<file path="src/rtl/calendar_pkg.sv">
// Shared definitions for the calendar display path: mode enum, BCD digit limits,
// run-mode decimal-point pattern and a small BCD increment helper.
package calendar_pkg;

  typedef enum logic {
    MODE_RUN = 1'b0,
    MODE_SET = 1'b1
  } mode_e;

  localparam logic [3:0] SEC_L_MAX   = 4'd9;
  localparam logic [3:0] SEC_H_MAX   = 4'd5;
  localparam logic [3:0] MIN_L_MAX   = SEC_L_MAX;
  localparam logic [3:0] MIN_H_MAX   = SEC_H_MAX;
  localparam logic [3:0] HR_L_MAX    = 4'd9;
  localparam logic [3:0] HR_H_MAX    = 4'd2;
  localparam logic [3:0] HR_L_MAX_24 = 4'd3;

  // Per-digit rollover values while running; 23:59:59 is handled separately.
  localparam logic [5:0][3:0] RUN_MAX = {HR_H_MAX, HR_L_MAX, MIN_H_MAX,
                                         MIN_L_MAX, SEC_H_MAX, SEC_L_MAX};

  localparam logic [5:0] DP_RUN = 6'b10_1011;

  function automatic logic [3:0] bcd_inc(input logic [3:0] d, input logic [3:0] max);
    return (d >= max) ? 4'd0 : d + 4'd1;
  endfunction

endpackage

</file>
<file path="src/rtl/ms_tick_gen.sv">
// Millisecond prescaler: free-running divider producing a one-cycle registered
// strobe every MS_DIV clocks.
module ms_tick_gen #(
  parameter int MS_DIV = 50000
) (
  input  logic clk_i,
  input  logic rst_ni,
  output logic ms_f_o
);

  localparam int W = $clog2(MS_DIV);
  localparam logic [W-1:0] DIV_LAST = W'(MS_DIV - 1);

  logic [W-1:0] div_cnt_q;
  logic         ms_f_q;

  always_ff @(posedge clk_i or negedge rst_ni) begin
    if (!rst_ni) begin
      div_cnt_q <= '0;
      ms_f_q    <= 1'b0;
    end else begin
      ms_f_q    <= (div_cnt_q == DIV_LAST);
      div_cnt_q <= (div_cnt_q == DIV_LAST) ? '0 : div_cnt_q + 1'b1;
    end
  end

  assign ms_f_o = ms_f_q;

endmodule

</file>
<file path="src/rtl/time_count.sv">
// Time-of-day core: 1 Hz BCD counter 00:00:00..23:59:59 with a button-driven
// set mode, cursor and blinking decimal-point cursor indication.
module time_count
  import calendar_pkg::*;
#(
  parameter int MS_DIV     = 50000,
  parameter int MS_PER_SEC = 1000
) (
  input  logic       SYS_CLK,
  input  logic       EXT_RST_N,
  input  logic       SET_R,
  input  logic       LEFT_R,
  input  logic       RIGHT_R,
  input  logic       UP_R,
  output logic       MS_F,
  output logic [3:0] COUNT_SECL,
  output logic [3:0] COUNT_SECH,
  output logic [3:0] COUNT_MINL,
  output logic [3:0] COUNT_MINH,
  output logic [3:0] COUNT_HRL,
  output logic [3:0] COUNT_HRH,
  output logic [5:0] DISP_P
);

  localparam int MSW = $clog2(MS_PER_SEC);
  localparam logic [MSW-1:0] MS_LAST = MSW'(MS_PER_SEC - 1);
  localparam logic [MSW-1:0] MS_HALF = MSW'(MS_PER_SEC / 2);
  localparam logic [5:0][3:0] TIME_END = {4'd2, 4'd3, 4'd5, 4'd9, 4'd5, 4'd9};

  mode_e            mode_q, mode_d;
  logic [2:0]       cursor_q, cursor_d;
  logic [MSW-1:0]   ms_cnt_q, ms_cnt_d;
  logic [5:0][3:0]  dig_q, dig_d;
  logic [5:0]       disp_q, disp_d;
  logic             sec_tick;
  logic             carry;
  logic             blink_low;

  ms_tick_gen #(.MS_DIV(MS_DIV)) u_ms_tick_gen (
    .clk_i  (SYS_CLK),
    .rst_ni (EXT_RST_N),
    .ms_f_o (MS_F)
  );

  always_comb begin
    mode_d   = mode_q;
    cursor_d = cursor_q;
    dig_d    = dig_q;
    ms_cnt_d = ms_cnt_q;
    carry    = 1'b1;
    sec_tick = MS_F && (ms_cnt_q == MS_LAST);

    if (MS_F) begin
      ms_cnt_d = (ms_cnt_q == MS_LAST) ? '0 : ms_cnt_q + 1'b1;
    end

    if (mode_q == MODE_RUN && sec_tick) begin
      if (dig_q == TIME_END) begin
        dig_d = '0;
      end else begin
        for (int i = 0; i < 6; i++) begin
          if (carry) begin
            if (dig_q[i] == RUN_MAX[i]) begin
              dig_d[i] = 4'd0;
            end else begin
              dig_d[i] = dig_q[i] + 4'd1;
              carry    = 1'b0;
            end
          end
        end
      end
    end

    // A set pulse swallows any cursor/up pulse arriving in the same cycle.
    if (SET_R) begin
      if (mode_q == MODE_RUN) begin
        mode_d   = MODE_SET;
        cursor_d = 3'd0;
      end else begin
        mode_d   = MODE_RUN;
        ms_cnt_d = '0;
      end
    end else if (mode_q == MODE_SET) begin
      if (LEFT_R && !RIGHT_R) begin
        cursor_d = (cursor_q == 3'd5) ? 3'd0 : cursor_q + 3'd1;
      end else if (RIGHT_R && !LEFT_R) begin
        cursor_d = (cursor_q == 3'd0) ? 3'd5 : cursor_q - 3'd1;
      end
      if (UP_R) begin
        case (cursor_q)
          3'd0: dig_d[0] = bcd_inc(dig_q[0], SEC_L_MAX);
          3'd1: dig_d[1] = bcd_inc(dig_q[1], SEC_H_MAX);
          3'd2: dig_d[2] = bcd_inc(dig_q[2], MIN_L_MAX);
          3'd3: dig_d[3] = bcd_inc(dig_q[3], MIN_H_MAX);
          3'd4: dig_d[4] = bcd_inc(dig_q[4], (dig_q[5] == HR_H_MAX) ? HR_L_MAX_24 : HR_L_MAX);
          3'd5: begin
            dig_d[5] = bcd_inc(dig_q[5], HR_H_MAX);
            if (dig_d[5] == HR_H_MAX && dig_q[4] > HR_L_MAX_24) begin
              dig_d[4] = HR_L_MAX_24;
            end
          end
          default: ;
        endcase
      end
    end

    blink_low = (ms_cnt_d < MS_HALF);
    disp_d    = (mode_d == MODE_RUN) ? DP_RUN : ~({5'b0, blink_low} << cursor_d);
  end

  always_ff @(posedge SYS_CLK or negedge EXT_RST_N) begin
    if (!EXT_RST_N) begin
      mode_q   <= MODE_RUN;
      cursor_q <= 3'd0;
      ms_cnt_q <= '0;
      dig_q    <= '0;
      disp_q   <= DP_RUN;
    end else begin
      mode_q   <= mode_d;
      cursor_q <= cursor_d;
      ms_cnt_q <= ms_cnt_d;
      dig_q    <= dig_d;
      disp_q   <= disp_d;
    end
  end

  assign COUNT_SECL = dig_q[0];
  assign COUNT_SECH = dig_q[1];
  assign COUNT_MINL = dig_q[2];
  assign COUNT_MINH = dig_q[3];
  assign COUNT_HRL  = dig_q[4];
  assign COUNT_HRH  = dig_q[5];
  assign DISP_P     = disp_q;

endmodule

</file>
<file path="config.mk">
export PLATFORM = sky130hd
export DESIGN_NAME = time_count
export DESIGN_NICKNAME = d
export VERILOG_FILES = /design/src/rtl/calendar_pkg.sv /design/src/rtl/ms_tick_gen.sv /design/src/rtl/time_count.sv
export SDC_FILE = /design/constraint.sdc
export NUM_CORES = 1
export LEC_CHECK = 0
export ABC_CLOCK_PERIOD_IN_PS = 6000
export CORE_ASPECT_RATIO = 1.1
export CORE_MARGIN = 1
export CORE_UTILIZATION = 35
export DETAILED_ROUTE_END_ITERATION = 16
export PLACE_DENSITY_LB_ADDON = 0.25
export SETUP_SLACK_MARGIN = 0.2
export SLEW_MARGIN = 20
export SYNTH_ARGS = -nofsm -noshare
export SYNTH_HDL_FRONTEND = slang
export SYNTH_HIERARCHICAL = 1
export SYNTH_SLANG_ARGS = --single-unit
</file>
<file path="constraint.sdc">
create_clock -name SYS_CLK -period 6 [get_ports SYS_CLK]
set_clock_uncertainty 0.15 [all_clocks]
set_input_delay 1.2 -clock SYS_CLK [delete_from_list [all_inputs] [get_ports SYS_CLK]]
set_output_delay 1.2 -clock SYS_CLK [all_outputs]
set_load 0.02 [all_outputs]
</file>
### Yosys cells after proc, flatten, opt, wreduce, memory -nomap -nowiden

Cells that the tools add are included.

* input bits: 6
* flip-flop bits (word level): 61
* logic and storage cells: 120
* output and inout port bits: 31

* bitwise gates (word level): 2
* reduce and logical (&&, ||, !) cells: 8
* eq/ne operators: 15
* multiplexer cells: 64
* magnitude comparators: 8
* $add $sub $neg: 10
* shifts and indexed selects: 1

Operators by type and width (number)
* $mux W24: 5
* $mux W4: 24
* $mux W10: 4
* $add A4 B1 Y4 const B: 6
* $eq A24 B22 Y1 const B: 1
* $mux W1: 21
* $mux W3: 7
* $add A16 B1 Y16 const B: 1
* $eq A16 B16 Y1 const B: 1
* $mux W16: 1
* $eq A4 B4 Y1 const B: 3
* $add A10 B1 Y10 const B: 1
* $eq A10 B10 Y1 const B: 1
* $lt A10 B9 Y1 const B: 1
* $eq A4 B2 Y1 const B: 2
* $eq A4 B3 Y1 const B: 2
* $ge A4 B3 Y1 const B: 2
* $ge A4 B4 Y1 const B: 2
* $pmux W4 S2: 1
* $eq A3 B2 Y1 const B: 2
* $eq A3 B3 Y1 const B: 2
* $mux W6: 1
* $not A6 Y6: 1
* $shl A1 B3 Y6: 1
* 10 further kinds: 15

### Logic depth before layout (Yosys ltp)

Gate-level depths: netlist (run 1).

* depth after elaboration: 24
* gate-level depth with buffers: 9
* depth with buffers taken out: 9

### Cells and area by module

Netlist (run 1), hierarchy kept.

By module, submodules not included
* time_count: instances 1, area each 3114.2 sq um, cells each 340
* ms_tick_gen: instances 1, area each 787.0 sq um, cells each 68

### Worst setup path before layout (run 1)

Ideal clock, no wire load.

* path kind: input-to-reg
* start: input port RIGHT_R
* end: register disp_q[2] (netlist: DISP_P[2])
* arrival: 2.217 ns
* library setup time: 0.143 ns
* path buffers: 0
* cell stages on the path: 6
* required time: 5.707 ns
* setup slack: 3.490 ns
* cells stage by stage: or4bb_1 -> a21oi_1 -> o2bb2ai_1 -> nor2_1 -> inv_1 -> a41oi_1

* longest elaborated chain between the ends: 8
* elaborated cells on any way between the ends: 10
* classes of those cells: shift: 1; mux: 5; bitwise: 1; reduce/logical: 3

RTL lines
* from (decl): RTL line time_count.sv:13 `input logic RIGHT_R,`
* $logic_and A1 B1 Y1 / $logic_not A1 Y1 (equally long branches): RTL line time_count.sv:86, time_count.sv:84
* $mux W3 / $logic_and A1 B1 Y1 (equally long branches): RTL line time_count.sv:86, time_count.sv:84
* $mux W3 *: RTL line time_count.sv:84 `if (LEFT_R && !RIGHT_R) begin`
* $mux W3 *: RTL line time_count.sv:83 `end else if (mode_q == MODE_SET) begin`
* $mux W3 *: RTL line time_count.sv:75 `if (SET_R) begin`
* via cursor_d[1]: RTL line time_count.sv:31 `logic [2:0] cursor_q, cursor_d;`
* $shl A1 B3 Y6 *: RTL line time_count.sv:108 `disp_d = (mode_d == MODE_RUN) ? DP_RUN : ~({5'b0, blink_low} << cursor_d);`
* $not A6 Y6 *: RTL line time_count.sv:108
* $mux W6 *: RTL line time_count.sv:108
* via disp_d[2]: RTL line time_count.sv:34 `logic [5:0] disp_q, disp_d;`
* to (signal assigned): RTL line time_count.sv:123 `disp_q <= disp_d;`
* to (decl): RTL line time_count.sv:34

Mark *: on every way through the listed nets, which the timed path passes. The rest lies on a longest branch.

==> results.json, run 1 <==
{
  "path_clk_slew_ps": 50,
  "synth_edf_count": 0,
  "start_util_pct": 35.8,
  "synthFlopType": "dfrtp_1",
  "drive_gt1_share_pct": 9.33,
  "cts_buffers": 9,
  "place_congestion": 0.813,
  "grt_max_degree": 62,
  "cp.arrival_ps": 3210,
  "dp_slack_ps": 2550,
  "drt-initial-drc-count": 102,
  "max_freq_mhz": 317,
  "end_kind": "flop",
  "die_w_um": 103,
  "synth.avg_cell_area_um2": 9.56,
  "synth_fp_nets": 437,
  "synth_area_mm2": 0.00390,
  "die_y_um": 113,
  "overflow": 0,
  "port_buffers": 36,
  "grt_antenna_before_repair": 0,
  "setup_ws_ps": 2850,
  "dr.pass1.iters": 4,
  "grt_pass1_wl_um": 14800,
  "hold_viol": 0,
  "postCtsSetupRepairBufs": 0,
  "rsz0062_at_grt": "false",
  "nNetsFinal": 474,
  "synthCells": 408,
  "setup.worst_path.class": "input pin to flop",
  "relSlewSlack_pct": 47.0,
  "p_per_area_mw_per_mm2": 366,
  "hpwl_um": 6080,
  "min_period_ps": 3150,
  "yosysUniqueCellTypes": 76,
  "cts.sinks": 61,
  "hold_ws_ps": 332,
  "leakagePower_nw": 1.98,
  "htree_levels": 3,
  "ys_async_sr_fraction_pct": 100,
  "drc": 0,
  "worst_slew_pin_slew_ps": 795,
  "critPathMaxFanout": 14,
  "cp.required_ps": 6060,
  "first_global_vias": 3238,
  "viasPerCell": 5.40,
  "maxCapViolCount": 0,
  "final_antenna_net_count": 0,
  "fp.dieArea_mm2": 0.0116,
  "cts_tree": "done",
  "ys_ff_latch": 61,
  "wl_um": 8700,
  "setup_tns_ps": 0,
  "track_usage_pct": 16.3,
  "setup_viol": 0,
  "hp-class": "flop to flop",
  "placed_area_mm2": 0.00438,
  "vias": 3225,
  "period_share_pct": 52.5,
  "wl_per_cell_um": 14.6,
  "cts_buffer_depth": 2,
  "cts-root-buf": "clkbuf_16",
  "power.total_mw": 1.72,
  "slew_viol_final": 0,
  "io_pins": 37,
  "yosys_warnings": 6,
  "rows": 40,
  "cp-start-kind": "input pin",
  "cts_resized": 0,
  "cts_hold_buf": 0,
  "area_growth_pct": 20.0,
  "ys_seq_area_share_pct": 39.3,
  "clkLatencyLatePin_ps": 330,
  "outcome": "complete, no violations",
  "antennaDiodeCount": 0,
  "final_area_mm2": 0.00468,
  "core_area_mm2": 0.0109,
  "vdd_drop_max_uv": 134
}
==> per-stage QoR <==
| step | std cells | utilization (%) |
|---|---|---|
| 2_1_floorplan | 408 | - |
| 4_1_cts | 597 | 42.9 |
| 5_1_grt | 597 | 42.9 |
| 3_5_place_dp | 581 | 40.2 |
| 6_report | 597 | 42.9 |
| 3_3_place_gp | 581 | 40.2 |
==> worst max-delay path: stages <==
cell and delay (ps):
clkdlybuf4s50_1 660, nor4bb_1 630, and3b_1 300, a21oi_1 100
mux2_2 310
==> path summary, 6_finish.rpt <==
check / start / slack (ps) / end / cells after the start
setup / recovery: SET_R / 2850 / COUNT_MINL[0] / 5
hold / removal: u_ms_tick_gen/div_cnt_q[13] / 330 / u_ms_tick_gen/div_cnt_q[13] / 1
setup reg to reg: mode_q / 3310 / COUNT_HRH[3] / 5
hold reg to reg: u_ms_tick_gen/div_cnt_q[13] / 330 / u_ms_tick_gen/div_cnt_q[13] / 1
max in group asynchronous: EXT_RST_N / 4280 / u_ms_tick_gen/div_cnt_q[15] / 2
min in group asynchronous: EXT_RST_N / 900 / COUNT_SECL[3] / 2
==> synthesized netlist by cell type (3+ instances only) <==
master    number  area, µm²
nand4_1        8       50.1
xor2_1        12        105
dfrtp_1       57       1430
nand2b_1       6       37.5
a211o_1        3       26.3
nand3_1       24        120
and2_1         6       37.5
ha_1          23        288
clkbuf_1       4       15.0
o22ai_1        3       18.8
nor2b_1       10       62.6
nand3b_1       6       45.0
and4_1         4       35.0
nor3b_1        7       52.6
nor4_1         6       37.5
a21oi_1       17       85.1
o211ai_1       4       30.0
and3_1         5       31.3
a32o_1         3       30.0
nor3_1         3       15.0
dfstp_2        4        105
nand4b_1       4       35.0
nor2_1        29        109
nand2_1       26       97.6
inv_1         26       97.6
a22o_1         5       43.8
mux2i_1        5       50.1
o21ai_0       20        100
xnor2_1        7       61.3
or3_1          5       31.3
==> logic make-up after synthesis <==
group | after synthesis | synth area share, %
and+or+nand+nor | 174 | 27.6
AOI/OAI and AO/OA | 87 | 15.4
DFF | 61 | 39.3
buffers and inverters | 37 | 4.20
adders and majority gates | 23 | 7.38
xor gates and xnor gates | 19 | 4.27
muxes | 7 | 1.86
==> final cells by class <==
class                      count  area (µm²)
fill                        1086        6230
multi-input combinational    310        2210
sequential                    61        1530
timing repair buffer          37         363
clock buffer                  12         246
tap                          147         184
inverter                      26        97.6
clock inverter                 4        47.5
==> per-layer routing <==
layer  up-vias  global-route usage (%)  share of wire, %
met1      1576                    19.6                46
met4         0                    7.24               1.9
met2        61                    27.6                48
met3        16                    3.52               3.8
met5         -                       0                 0
li1       1572                       -                 -
==> power breakdown <==
group	total (mW)	switching (mW)	internal [mW]
logic	0.582	0.308	0.274
registers	0.618	0.126	0.492
clock network	0.516	0.184	0.331
==> placed cells by master (no fill, tap or decap), types with 3 or more instances in the layout <==
cell / n
a211o_1: 3
a21oi_1: 17
a22o_1: 5
a32o_1: 3
and2_1: 6
and3_1: 5
and4_1: 4
clkbuf_16: 9
clkdlybuf4s50_1: 35
dfrtp_1: 57
dfstp_2: 4
ha_1: 23
inv_1: 26
mux2i_1: 5
nand2_1: 26
nand2b_1: 6
nand3_1: 24
nand3b_1: 6
nand4_1: 8
nand4b_1: 4
nor2_1: 29
nor2b_1: 10
nor3_1: 3
nor3b_1: 7
nor4_1: 6
o211ai_1: 4
o21ai_0: 20
o22ai_1: 3
or3_1: 5
xnor2_1: 7
xor2_1: 12
==> registers in the layout (all words and copies together), names as in the netlist <==
name	cells
u_ms_tick_gen/div_cnt_q	16
ms_cnt_q	10
DISP_P	6
COUNT_HRH	4
COUNT_HRL	4
COUNT_MINH	4
COUNT_MINL	4
COUNT_SECH	4
COUNT_SECL	4
cursor_q	3
mode_q	1
u_ms_tick_gen/ms_f_o	1
Note: power is estimated with default switching activity, not from simulation.
==> run 2: changes to the inputs <==
- ABC_CLOCK_PERIOD_IN_PS: 6000 -> 3200
- clock period: 6 -> 3.2 ns (I/O delays scaled with it)
==> run 2 against run 1 <==
Against the previous run:
- via count is 0.43% lower
- sequential cell count stayed put
- cell area is 1.3% higher
- clock-buffer cell count is 2 lower
- non-clock buffer count is 5 higher
- global-route usage hardly changed
- hold slack worse by 110 ps
- core utilization is 0.56 points higher
- largest cell class unchanged
- cell count is 0.84% higher
- sequential share of layout area is 0.42 points lower
==> results.json, run 2 (synthesis results as in run 1) <==
{
  "outcome": "complete, no violations",
  "finish.utilization_pct": 43.5,
  "wl_um": 8640,
  "cts_hold_buf": 0,
  "cp_cell_sequence": "inv_1, ha_1, nand4bb_1, nor4_1, nand3_1, or3_1, a21oi_1",
  "critPathTopFamily": "simple AND/OR/NAND/NOR gates",
  "die_w_um": 103,
  "dp_slack_ps": 395,
  "period_share_pct": 81.7,
  "io_pins": 37,
  "drc": 0,
  "area_growth_pct": 21.6,
  "cts_buffer_depth": 2,
  "worst_slew_pin_slew_ps": 732,
  "cp.arrival_ps": 2710,
  "rsz0062_at_grt": "false",
  "postCtsSetupRepairBufs": 0,
  "cp.required_ps": 3300,
  "core_area_mm2": 0.0109,
  "hold_viol": 0,
  "cp-start-kind": "flop",
  "place_congestion": 0.799,
  "vdd_drop_max_uv": 287,
  "htree_levels": 3,
  "relSlewSlack_pct": 51.2,
  "dr.pass1.iters": 4,
  "setup_viol": 0,
  "cts_resized": 0,
  "viasPerCell": 5.33,
  "setup_ws_ps": 585,
  "rows": 40,
  "maxCapViolCount": 0,
  "port_buffers": 36,
  "grt_pass1_wl_um": 15000,
  "setup.worst_path.class": "flop to flop",
  "final_area_mm2": 0.00474,
  "hpwl_um": 6330,
  "cts_buffers": 9,
  "track_usage_pct": 16.3,
  "max_stage_delay_ps": 620,
  "clkLatencyLatePin_ps": 330,
  "hp-class": "input pin to async pin",
  "placed_area_mm2": 0.00442,
  "first_global_vias": 3253,
  "final_antenna_net_count": 0,
  "critPathMaxFanout": 6,
  "cts_tree": "done",
  "fp.dieArea_mm2": 0.0116,
  "cts.sinks": 61,
  "cp_slowest_cell": "nor4_1",
  "drt-initial-drc-count": 133,
  "top_register": "u_ms_tick_gen/div_cnt_q",
  "vias": 3211,
  "grt_max_degree": 34,
  "final_common_cell": "dfrtp_1",
  "path_clk_slew_ps": 60,
  "largest_register_ffs": 16,
  "wl_per_cell_um": 14.4,
  "setup_tns_ps": 0,
  "cts-root-buf": "clkbuf_16",
  "drive_gt1_share_pct": 10.5,
  "leakagePower_nw": 2.02,
  "max_freq_mhz": 382,
  "die_y_um": 113,
  "end_kind": "flop",
  "grt_antenna_before_repair": 0,
  "overflow": 0,
  "p_per_area_mw_per_mm2": 700,
  "critical_path_buf_inv_count": 1,
  "slew_viol_final": 0,
  "min_period_ps": 2610,
  "antennaDiodeCount": 0,
  "nNetsFinal": 479,
  "start_util_pct": 35.8,
  "layout_common_cells": "dfrtp_1, clkdlybuf4s50_1, nor2_1"
}
## run 2: worst register-to-register path: stages (launching register included)
cell and delay [ps]:
dfrtp_1 410, inv_1 100, ha_1 170, nand4bb_1 300, nor4_1 630, nand3_1 240, or3_1 390, a21oi_1 150
## run 2: worst paths after layout
check                                                  from                     endpoint  slack (ps)  cells after the start
worst max-delay path                          COUNT_SECL[1]                 COUNT_HRH[3]         590                      7
worst min-delay path                              EXT_RST_N                COUNT_SECL[0]         220                      1
worst max register to register                COUNT_SECL[1]                 COUNT_HRH[3]         590                      7
worst min register to register  u_ms_tick_gen/div_cnt_q[13]  u_ms_tick_gen/div_cnt_q[13]         330                      1
max in group asynchronous                         EXT_RST_N                COUNT_MINH[3]        1980                      2
min in group SYS_CLK            u_ms_tick_gen/div_cnt_q[13]  u_ms_tick_gen/div_cnt_q[13]         330                      1
## run 2: final cells by class
type,instances,area (µm²)
fill,1105,6170
multi-input combinational,310,2210
sequential,61,1530
timing repair buffer,42,400
clock buffer,10,239
tap,147,184
inverter,26,97.6
clock inverter,6,86.3
## run 2: report_power, final
part / total, mW / internal, mW / switching [mW]
registers: 1.13 / 0.924 / 0.210
clock network: 1.05 / 0.700 / 0.347
logic: 1.14 / 0.527 / 0.615
## run 2: through the flow
stage / instances / hold WS [ps] / power, mW
after global placement: 586 / 327 / 2.27
after floorplan: 408 / 194 / 1.82
after global routing: 602 / 281 / 3.55
final: 602 / 218 / 3.32
after detailed placement: 586 / 321 / 2.28
after CTS: 602 / 247 / 3.36
## run 2: routing by layer
metal	vias to the layer above	share of wire [%]	track usage (%)
met3	10	4.3	4.08
met2	51	50	27.4
met4	0	1.4	6.10
li1	1591	-	-
met5	-	0	0
met1	1559	45	19.8
==> run 3: changes to the inputs <==
- ABC_CLOCK_PERIOD_IN_PS: 3200 -> 2200
- clock period: 3.2 -> 2.2 ns (I/O delays scaled with it)
==> run 3 against run 2 <==
Against the previous run:
- combinational power grew 100%
- cell count up 14%
- wire length is 18% higher
- hold slack improved by 120 ps
==> results.json, run 3 (synthesis results as in run 1) <==
{
  "outcome": "complete, no violations",
  "grt_pass1_wl_um": 16400,
  "drc": 0,
  "setup.worst_path.class": "flop to flop",
  "port_buffers": 36,
  "cts_tree": "done",
  "max_stage_delay_ps": 580,
  "cp_slowest_cell": "or4_4",
  "worst_slew_pin_slew_ps": 574,
  "p_int_mw": 3.36,
  "top_register": "u_ms_tick_gen/div_cnt_q",
  "maxCapViolCount": 0,
  "period_share_pct": 97.8,
  "vdd_drop_max_uv": 461,
  "clkLatencyLatePin_ps": 340,
  "dp_slack_ps": -335,
  "dr.pass1.iters": 4,
  "track_usage_pct": 18.1,
  "p_seq_share_pct": 29.8,
  "end_kind": "flop",
  "rows": 40,
  "power.total_mw": 5.41,
  "final_antenna_net_count": 0,
  "fp.dieArea_mm2": 0.0116,
  "core_area_mm2": 0.0109,
  "hp-class": "flop to flop",
  "swShare_pct": 37.9,
  "place_congestion": 0.846,
  "grt_max_degree": 29,
  "hold_viol": 0,
  "final_common_cell": "buf_4",
  "cp.arrival_ps": 2260,
  "cts_buffer_depth": 2,
  "vias": 3594,
  "finish.utilization_pct": 53.3,
  "die_w_um": 103,
  "setup_tns_ps": 0,
  "area_growth_pct": 49.0,
  "first_global_vias": 3558,
  "nNetsFinal": 565,
  "worstHoldPathCells": 1,
  "largest_register_ffs": 16,
  "rsz0062_at_grt": "true",
  "drt-initial-drc-count": 95,
  "p_per_area_mw_per_mm2": 930,
  "power_frac_clock_pct": 27.7,
  "nFillCells": 1003,
  "htree_levels": 3,
  "wl_per_cell_um": 14.8,
  "drive_gt1_share_pct": 36.4,
  "max_freq_mhz": 465,
  "hpwl_um": 7170,
  "slew_viol_final": 0,
  "cp_cell_sequence": "nand4bb_4, or4_4, buf_6, o21a_4, or3_1, o21ai_1",
  "setup_ws_ps": 48.7,
  "combPwrFrac_pct": 42.5,
  "grt_antenna_before_repair": 0,
  "cts_buffers": 9,
  "cp-start-kind": "flop",
  "min_period_ps": 2150,
  "io_pins": 37,
  "layout_common_cells": "buf_4, dfrtp_1, dlygate4sd2_1",
  "die_y_um": 113,
  "cts.sinks": 61,
  "overflow": 0,
  "relSlewSlack_pct": 61.2,
  "ff2ff_path_depth": 6,
  "critPathMaxFanout": 5,
  "wl_um": 10200,
  "viasPerCell": 5.22,
  "cp.required_ps": 2310,
  "start_util_pct": 35.8,
  "p_switching_mw": 2.05,
  "antennaDiodeCount": 0,
  "leakagePower_nw": 2.65,
  "path_clk_slew_ps": 60,
  "setup_viol": 0,
  "cts-root-buf": "clkbuf_16"
}
-- run 3: cell types whose count changed in the layout (fill, tap and decap cells not counted), sizes merged --
cell           change
clkinv             -1
dlygate4sd2       +27
buf               +85
dlygate4sd3        +1
clkbuf             -1
inv                +3
clkdlybuf4s50     -31
dlymetal6s2s       +4
bufinv             -1
-- run 3: path summary, 6_finish.rpt --
path	startpoint	end	slack (ps)
max in group asynchronous	EXT_RST_N	u_ms_tick_gen/div_cnt_q[8]	750
min in group asynchronous	EXT_RST_N	COUNT_SECH[2]	450
hold reg to reg	u_ms_tick_gen/div_cnt_q[13]	u_ms_tick_gen/div_cnt_q[13]	340
setup reg to reg	ms_cnt_q[4]	COUNT_SECL[3]	50
setup / recovery	ms_cnt_q[4]	COUNT_SECL[3]	50
hold / removal	u_ms_tick_gen/div_cnt_q[13]	u_ms_tick_gen/div_cnt_q[13]	340
-- run 3: per-layer routing --
layer	wire length, µm	up-vias	GRT usage, %
li1	-	1751	-
met4	204	0	6.57
met1	4480	1760	22.0
met2	5110	68	30.6
met3	396	15	4.63
met5	0	-	0
-- run 3: cell type report --
type                       count  area [µm²]  share of cell area (%)
clock buffer                   9         225                    3.87
timing repair buffer         128        1070                    18.5
tap                          147         184                    3.16
multi-input combinational    310        2600                    44.7
clock inverter                 7        81.3                    1.40
sequential                    61        1550                    26.6
inverter                      26        97.6                    1.68
-- run 3: worst max-delay path, delay by kind of cell, from the launching register on --
kind | cells | cell delay (ps)
simple gates | 3 | 1100
flops | 1 | 380
compound gates | 2 | 270
buf+inv | 1 | 180
-- run 3: power by group through the flow --
stage	logic (mW)	registers [mW]	clock network (mW)
4_1_cts	2.20	1.60	1.52
3_5_place_dp	2.18	1.60	0
5_1_grt	2.52	1.65	1.56
2_1_floorplan	0.945	1.82	0
6_report	2.30	1.61	1.50
3_3_place_gp	2.15	1.60	0
-- run 3: what timing repair did --
item,4_1_cts,5_1_grt
pin swaps,21,30
buffers inserted,7,9
resized for setup,53,49
endpoints found under the setup margin,53,34
hold buffers,1,0
hold endpoints to repair,17,0
-- run 3: metrics by stage --
stage / cells / hold slack, ps / instance area, µm²
finish: 688 / 340 / 5810
global route: 688 / 354 / 5810
CTS: 679 / 342 / 5540
detailed placement: 655 / 282 / 5080
global placement: 655 / 288 / 5080
floorplan: 408 / -5.59 / 4040
